$ cat src/rtl/clb_config_loader.sv
// clb_config_loader: assembles per-CLB configuration words from a serial
// bitstream into a shadow buffer and verifies a trailing XOR checksum word.
// If the checksum matches, the shadow is committed to the live sram_bits bus.
// The CLB fabric is held in reset until a verified configuration is live, and
// also while a new load is being shifted in or checked.
module clb_config_loader #(
  parameter int NUM_CLB = 4,
  parameter int WORD_W  = 18
) (
  input  logic                      clock,
  input  logic                      reset,
  input  logic                      start,
  input  logic                      cfg_bit,
  input  logic                      cfg_valid,
  output logic                      cfg_ready,
  output logic [NUM_CLB*WORD_W-1:0] sram_bits,
  output logic                      clb_reset,
  output logic                      config_done,
  output logic                      config_error
);

  localparam int BC_W = $clog2(WORD_W);
  localparam int WI_W = $clog2(NUM_CLB + 1);

  // Bit index of the last bit in a word, and the word index of the checksum
  // word, which follows the NUM_CLB data words.
  localparam logic [BC_W-1:0] LAST_BIT = BC_W'(WORD_W - 1);
  localparam logic [WI_W-1:0] CHK_IDX  = WI_W'(NUM_CLB);

  localparam logic [2:0] IDLE  = 3'd0;
  localparam logic [2:0] SHIFT = 3'd1;
  localparam logic [2:0] CHECK = 3'd2;
  localparam logic [2:0] DONE  = 3'd3;
  localparam logic [2:0] ERROR = 3'd4;

  logic [2:0]                state, state_nx;
  logic [BC_W-1:0]           bit_cnt;
  logic [WI_W-1:0]           word_idx;
  logic [WORD_W-2:0]         word_sr;
  logic [WORD_W-1:0]         word_nx;
  logic [WORD_W-1:0]         chk;
  logic [WORD_W-1:0]         rx_chk;
  logic [NUM_CLB*WORD_W-1:0] shadow;
  logic                      loaded, loaded_nx;
  logic                      restart, accept, word_end, commit;

  // The word as it will look once the current bit is shifted in, MSB first.
  assign word_nx = {word_sr, cfg_bit};

  // A start pulse in CHECK is ignored; anywhere else it begins a fresh load.
  assign restart  = start && (state != CHECK);
  // start has priority over a data bit presented in the same cycle.
  assign accept   = (state == SHIFT) && cfg_ready && cfg_valid && !start;
  assign word_end = accept && (bit_cnt == LAST_BIT);
  assign commit   = (state == CHECK) && (rx_chk == chk);

  assign loaded_nx = loaded || commit;

  // Next-state selection for the load sequencer.
  always_comb begin
    // NOTE: assign a default to every always_comb output before any branch so
    // that no path leaves it unassigned, which would infer a latch.
    state_nx = state;
    case (state)
      IDLE, DONE, ERROR: if (start) state_nx = SHIFT;
      SHIFT: begin
        if (start) begin
          state_nx = SHIFT;
        end else if (word_end && (word_idx == CHK_IDX)) begin
          state_nx = CHECK;
        end
      end
      CHECK:   state_nx = (rx_chk == chk) ? DONE : ERROR;
      default: state_nx = IDLE;
    endcase
  end

  // Sequencer state, bit/word counters, running checksum and registered outputs.
  always_ff @(posedge clock) begin
    // NOTE: sequential state uses non-blocking assignments so every register in
    // this block samples the pre-edge values, independent of statement order.
    if (reset) begin
      state        <= IDLE;
      bit_cnt      <= '0;
      word_idx     <= '0;
      word_sr      <= '0;
      chk          <= '0;
      rx_chk       <= '0;
      loaded       <= 1'b0;
      cfg_ready    <= 1'b0;
      sram_bits    <= '0;
      clb_reset    <= 1'b1;
      config_done  <= 1'b0;
      config_error <= 1'b0;
    end else begin
      state     <= state_nx;
      loaded    <= loaded_nx;
      cfg_ready <= (state_nx == SHIFT);
      clb_reset <= (state_nx == SHIFT) || (state_nx == CHECK) || !loaded_nx;

      if (restart) begin
        bit_cnt      <= '0;
        word_idx     <= '0;
        chk          <= '0;
        config_done  <= 1'b0;
        config_error <= 1'b0;
      end else if (accept) begin
        word_sr <= word_nx[WORD_W-2:0];
        if (bit_cnt == LAST_BIT) begin
          bit_cnt <= '0;
          if (word_idx == CHK_IDX) begin
            rx_chk <= word_nx;
          end else begin
            chk      <= chk ^ word_nx;
            word_idx <= word_idx + 1'b1;
          end
        end else begin
          bit_cnt <= bit_cnt + 1'b1;
        end
      end

      if (state == CHECK) begin
        if (commit) begin
          sram_bits   <= shadow;
          config_done <= 1'b1;
        end else begin
          config_error <= 1'b1;
        end
      end
    end
  end

  // Shadow buffer: each completed data word lands in its CLB slot.
  always_ff @(posedge clock) begin
    // NOTE: the shadow is deliberately not reset; it is only observable through
    // a checksum-verified commit, which always follows a full rewrite of it.
    if (word_end && (word_idx != CHK_IDX)) begin
      shadow[int'(word_idx)*WORD_W +: WORD_W] <= word_nx;
    end
  end

endmodule

$ cat config.mk
export PLATFORM = sky130hd
export DESIGN_NAME = clb_config_loader
export DESIGN_NICKNAME = d
export VERILOG_FILES = /design/src/rtl/clb_config_loader.sv
export SDC_FILE = /design/constraint.sdc
export NUM_CORES = 1
export LEC_CHECK = 0
export BUFFER_PORTS_ARGS = -buffer_cell sky130_fd_sc_hd__buf_2
export CAP_MARGIN = 10
export CORE_MARGIN = 2
export CORE_UTILIZATION = 55
export DETAILED_ROUTE_END_ITERATION = 12
export PLACE_DENSITY = 0.84
export SYNTH_ARGS = -nofsm -noshare
export SYNTH_HDL_FRONTEND = slang
export SYNTH_SLANG_ARGS = --single-unit
$ cat constraint.sdc
create_clock -name clock -period 3.01 [get_ports clock]
set_input_delay 0.301 -clock clock [delete_from_list [all_inputs] [get_ports clock]]
set_output_delay 0.301 -clock clock [all_outputs]
set_load 0.005 [all_outputs]
==> metrics.log <==
INFO  metric cap_viol_max_count = 0
INFO  metric number_of_library_cell_types_mapped_by_synthesis = 66
INFO  metric num_antenna_cells = 0
INFO  metric fp.coreArea = 18800 sq um
INFO  metric place.detailed.hpwl = 22800 um
INFO  metric chipHeight = 143 um
INFO  metric cp_data_arrival_time = 3110 ps
INFO  metric std_cell_rows = 50
INFO  metric power.switching = 1150 uW
INFO  metric cts_tree = yes
INFO  metric report.final.slew_viol_count = 0
INFO  metric critical_path_peak_fanout = 19
INFO  metric nFillCells = 1509
INFO  metric synth.net_count = 1202
INFO  metric netlist_instances = 1188
INFO  metric layout-drive-gt1-share = 18.4%
INFO  metric synthesis.area = 10700 sq um
INFO  metric placed_cell_area = 11600 sq um
INFO  metric cts.hold.buffers_added = 0
INFO  metric p_int = 4600 uW
INFO  metric fp.dieArea = 20500 sq um
INFO  metric worstSetupPathType = reg -> reg
INFO  metric worst_clock_skew = 16.6 ps
INFO  metric port_buffers = 80
INFO  metric power.static_leakage = 0.00450 uW
INFO  metric rsz0062_at_grt = false
INFO  metric final_net_count = 1268
INFO  metric period_share = 94.8%
INFO  metric worst_hold_path_type = in -> reg
INFO  metric detail-route-antenna-nets = 0
INFO  metric num_io_pins = 81
INFO  metric fp.dieW = 143 um
INFO  metric final_area = 12400 sq um
INFO  metric detail_route.vias_per_cell = 6.40
INFO  metric rr_worst_depth = 10
INFO  metric numCtsBuffers = 22
INFO  metric clock_tree.root_cell = clkbuf_16
INFO  metric cell_type_with_the_highest_aggregate_area_in_the_netlist = dfxtp_1
INFO  metric initial_standard_cell_utilization_of_the_core = 56.6%
INFO  metric power.share.sequential = 51.4%
INFO  metric r2r-end = shadow[28]$_DFFE_PP_
INFO  metric post-route-drc-count = 0
INFO  metric routed_wirelength = 32300 um
INFO  metric yosys_register_bits = 213
INFO  metric via_count = 9790
INFO  metric worst_ir_drop_on_vdd = 0.000397 V
INFO  metric first_iter_violations = 1252
INFO  metric grt-ovfl-total = 0
INFO  metric clock_latency = 510 ps
INFO  metric worst-slew-pin-transition = 877 ps
INFO  metric multiInputGateArea = 5190 sq um
INFO  metric setup.worst_path.start_class = flop
INFO  metric seq_area_frac_synth = 46.8%
INFO  metric cts_max_path_buffers = 3
INFO  metric antenna_violations_before_repair = 0
INFO  metric final_hold_viol_count = 0
INFO  metric yosys_warnings = 0
INFO  metric first_pass_iters = 6
INFO  metric max_clk_rate = 0.350 GHz
INFO  metric run_status = finished, final reports clean
INFO  metric timing.hold.worst_endpoint = state[2]$_SDFF_PP0_
INFO  metric syn_area_per_cell = 8.97 sq um
INFO  metric cts.sink_count = 213
INFO  metric power.density_cell_area = 465 nW/um^2
INFO  metric postSynth.topFlopCell = dfxtp_1
INFO  metric synthTopCellsByCount = dfxtp_1 (141), nor2_1 (130), a21oi_1 (107), nand2_1 (104), clkbuf_1 (92)
INFO  metric finalWeightedCongestion = 1.04
INFO  metric worst_hold_startpoint = start
INFO  metric pin_count_of_the_biggest_net_entering_global_routing = 75
INFO  metric seq_area = 4980 sq um
INFO  metric worst_hold_path_cell_count = 2
INFO  metric synthArstFlopShare = 0%
INFO  metric synth_top_area_share = 26.5%
INFO  metric cts-htree-levels = 1
INFO  metric required = 3260 ps
INFO  metric p_comb_share = 1.1%
INFO  metric netSwitchingFraction = 19.9%
INFO  metric grtUsageTotal = 31.1%
INFO  metric post-synth-top-count-cell = dfxtp_1
INFO  metric power_frac_clock = 47.5%
INFO  metric synth_edf_count = 72
INFO  metric path_clk_slew = 60 ps
INFO  metric aggregate_negative_setup_slack = 0 ps
INFO  metric grt_pass1_wl = 50100 um
INFO  metric finalSetupViolations = 0
INFO  metric worst_r2r_startpoint = word_idx[1]$_SDFFE_PP0P_
INFO  metric setup.reg_to_reg.worst_slack = 160 ps
INFO  metric post-route-min-period = 2850 ps
INFO  metric syn2layout_area_growth = 16.0%
INFO  metric synth_area_leaders = dfxtp_1 (26%), edfxtp_1 (20%), o31ai_1 (5.2%), a21oi_1 (5.0%), nand4_1 (4.6%)
INFO  metric detail_route.wl_per_cell = 21.1 um
INFO  metric endpoint_kind = flop
INFO  metric max-slew-margin-rel = 41.5%
INFO  metric first_global_vias = 9044
==> power by group through the flow <==
stage,clock [uW],sequential (uW),combinational (uW)
finish,2730,2960,60.4
CTS,2740,2960,59.2
global route,2870,2960,65.3
global placement,0,3020,58.0
floorplan,0,3020,41.1
detailed placement,0,3020,58.5
==> area by class of cell <==
type / count / area share, %
timing repair buffer: 165 / 8.73
clock inverter: 4 / 0.395
sequential: 213 / 40.3
clock buffer: 35 / 5.52
multi-input combinational: 840 / 42.0
tap: 260 / 2.63
inverter: 12 / 0.365
==> worst max path at each step <==
stage          depth (start not counted)                startpoint  slack, ps                   end
2_1_floorplan                         10  word_idx[0]$_SDFFE_PP0P_         40  shadow[12]$_DFFE_PP_
3_3_place_gp                          10  word_idx[0]$_SDFFE_PP0P_        240  shadow[46]$_DFFE_PP_
3_5_place_dp                          10  word_idx[1]$_SDFFE_PP0P_        210  shadow[28]$_DFFE_PP_
4_1_cts                               10  word_idx[1]$_SDFFE_PP0P_        180  shadow[21]$_DFFE_PP_
5_1_grt                               11  word_idx[1]$_SDFFE_PP0P_         60  shadow[53]$_DFFE_PP_
6_report                              10  word_idx[1]$_SDFFE_PP0P_        160  shadow[28]$_DFFE_PP_
==> sequential cells by signal, summed over array words and instances, names as in the netlist, 3 cells and up <==
register   cells
word_sr       17
word_idx       3
shadow        72
bit_cnt        5
sram_bits     72
chk           18
state          3
rx_chk        18
==> per-layer routing <==
layer / track usage (%) / up-vias / routed length, um
met1: 44.2 / 4640 / 13800
li1: - / 4519 / -
met2: 48.5 / 530 / 14500
met4: 10.9 / 0 / 1180
met5: 0 / - / 0
met3: 4.90 / 101 / 2850
==> cells by family (layout without fill, tap and decap cells) <==
family                     Yosys count  after routing  share of synthesized area [%]
DFF                                213            213                           46.8
buffers and inverters              135            216                           4.90
muxes                               46             46                           4.85
AOI/OAI and AO/OA                  331            331                           20.2
xor gates and xnor gates            43             43                           3.54
and+or+nand+nor                    411            411                           18.6
adders and majority gates            9              9                           1.06
==> worst max-delay path, stage by stage, from the launching register on <==
cell	delay [ps]
dfxtp_1	310
inv_1	70
ha_2	260
ha_2	280
or3b_1	390
buf_4	230
a31oi_2	290
o22ai_1	120
o21ai_0	390
buf_4	210
nor2_1	50
==> cell usage in the layout, fill, tap and decap left out, types with 3 or more instances in the layout <==
cell       instances
and3_1             4
a31oi_1           13
nor4_1             5
a22o_1             5
xnor2_1            6
mux4_2             4
nor2_1           130
edfxtp_1          72
buf_2             79
o211ai_1           5
nor3_1            12
o32ai_1            3
o21ai_0           24
and2_1            12
a22oi_1            6
nor2b_1           11
nand2b_1          12
dfxtp_1          141
o31ai_1           74
a221oi_1           5
o22ai_1           29
mux2_2             5
a21oi_1          107
a211oi_1           9
a2bb2oi_1          3
nand3_1           19
clkbuf_16         24
ha_1               7
nand2_1          104
o21a_1            17
xor2_1            37
mux2i_1           37
inv_1             10
or2_2              3
clkbuf_1           7
buf_12             3
nand4_1           79
clkbuf_8           4
buf_4             83
==> repair_timing <==
| action | CTS | global route |
|---|---|---|
| endpoints found under the setup margin | 0 | 2 |
| buffers inserted | 0 | 0 |
| resized for setup | 0 | 3 |
==> metrics by stage <==
stage / power [uW] / setup slack (ps) / utilization [%] / cells / hold WS (ps)
final: 5750 / 156 / 65.6 / 1529 / 104
after CTS: 5760 / 184 / 65.5 / 1529 / 95.9
after detailed placement: 3080 / 209 / 61.7 / 1490 / 448
after global routing: 5890 / 61.6 / 65.6 / 1529 / 115
after floorplan: 3060 / 42.2 / - / 1188 / 412
after global placement: 3080 / 240 / 61.7 / 1490 / 432
(Power assumes the default switching activity.)
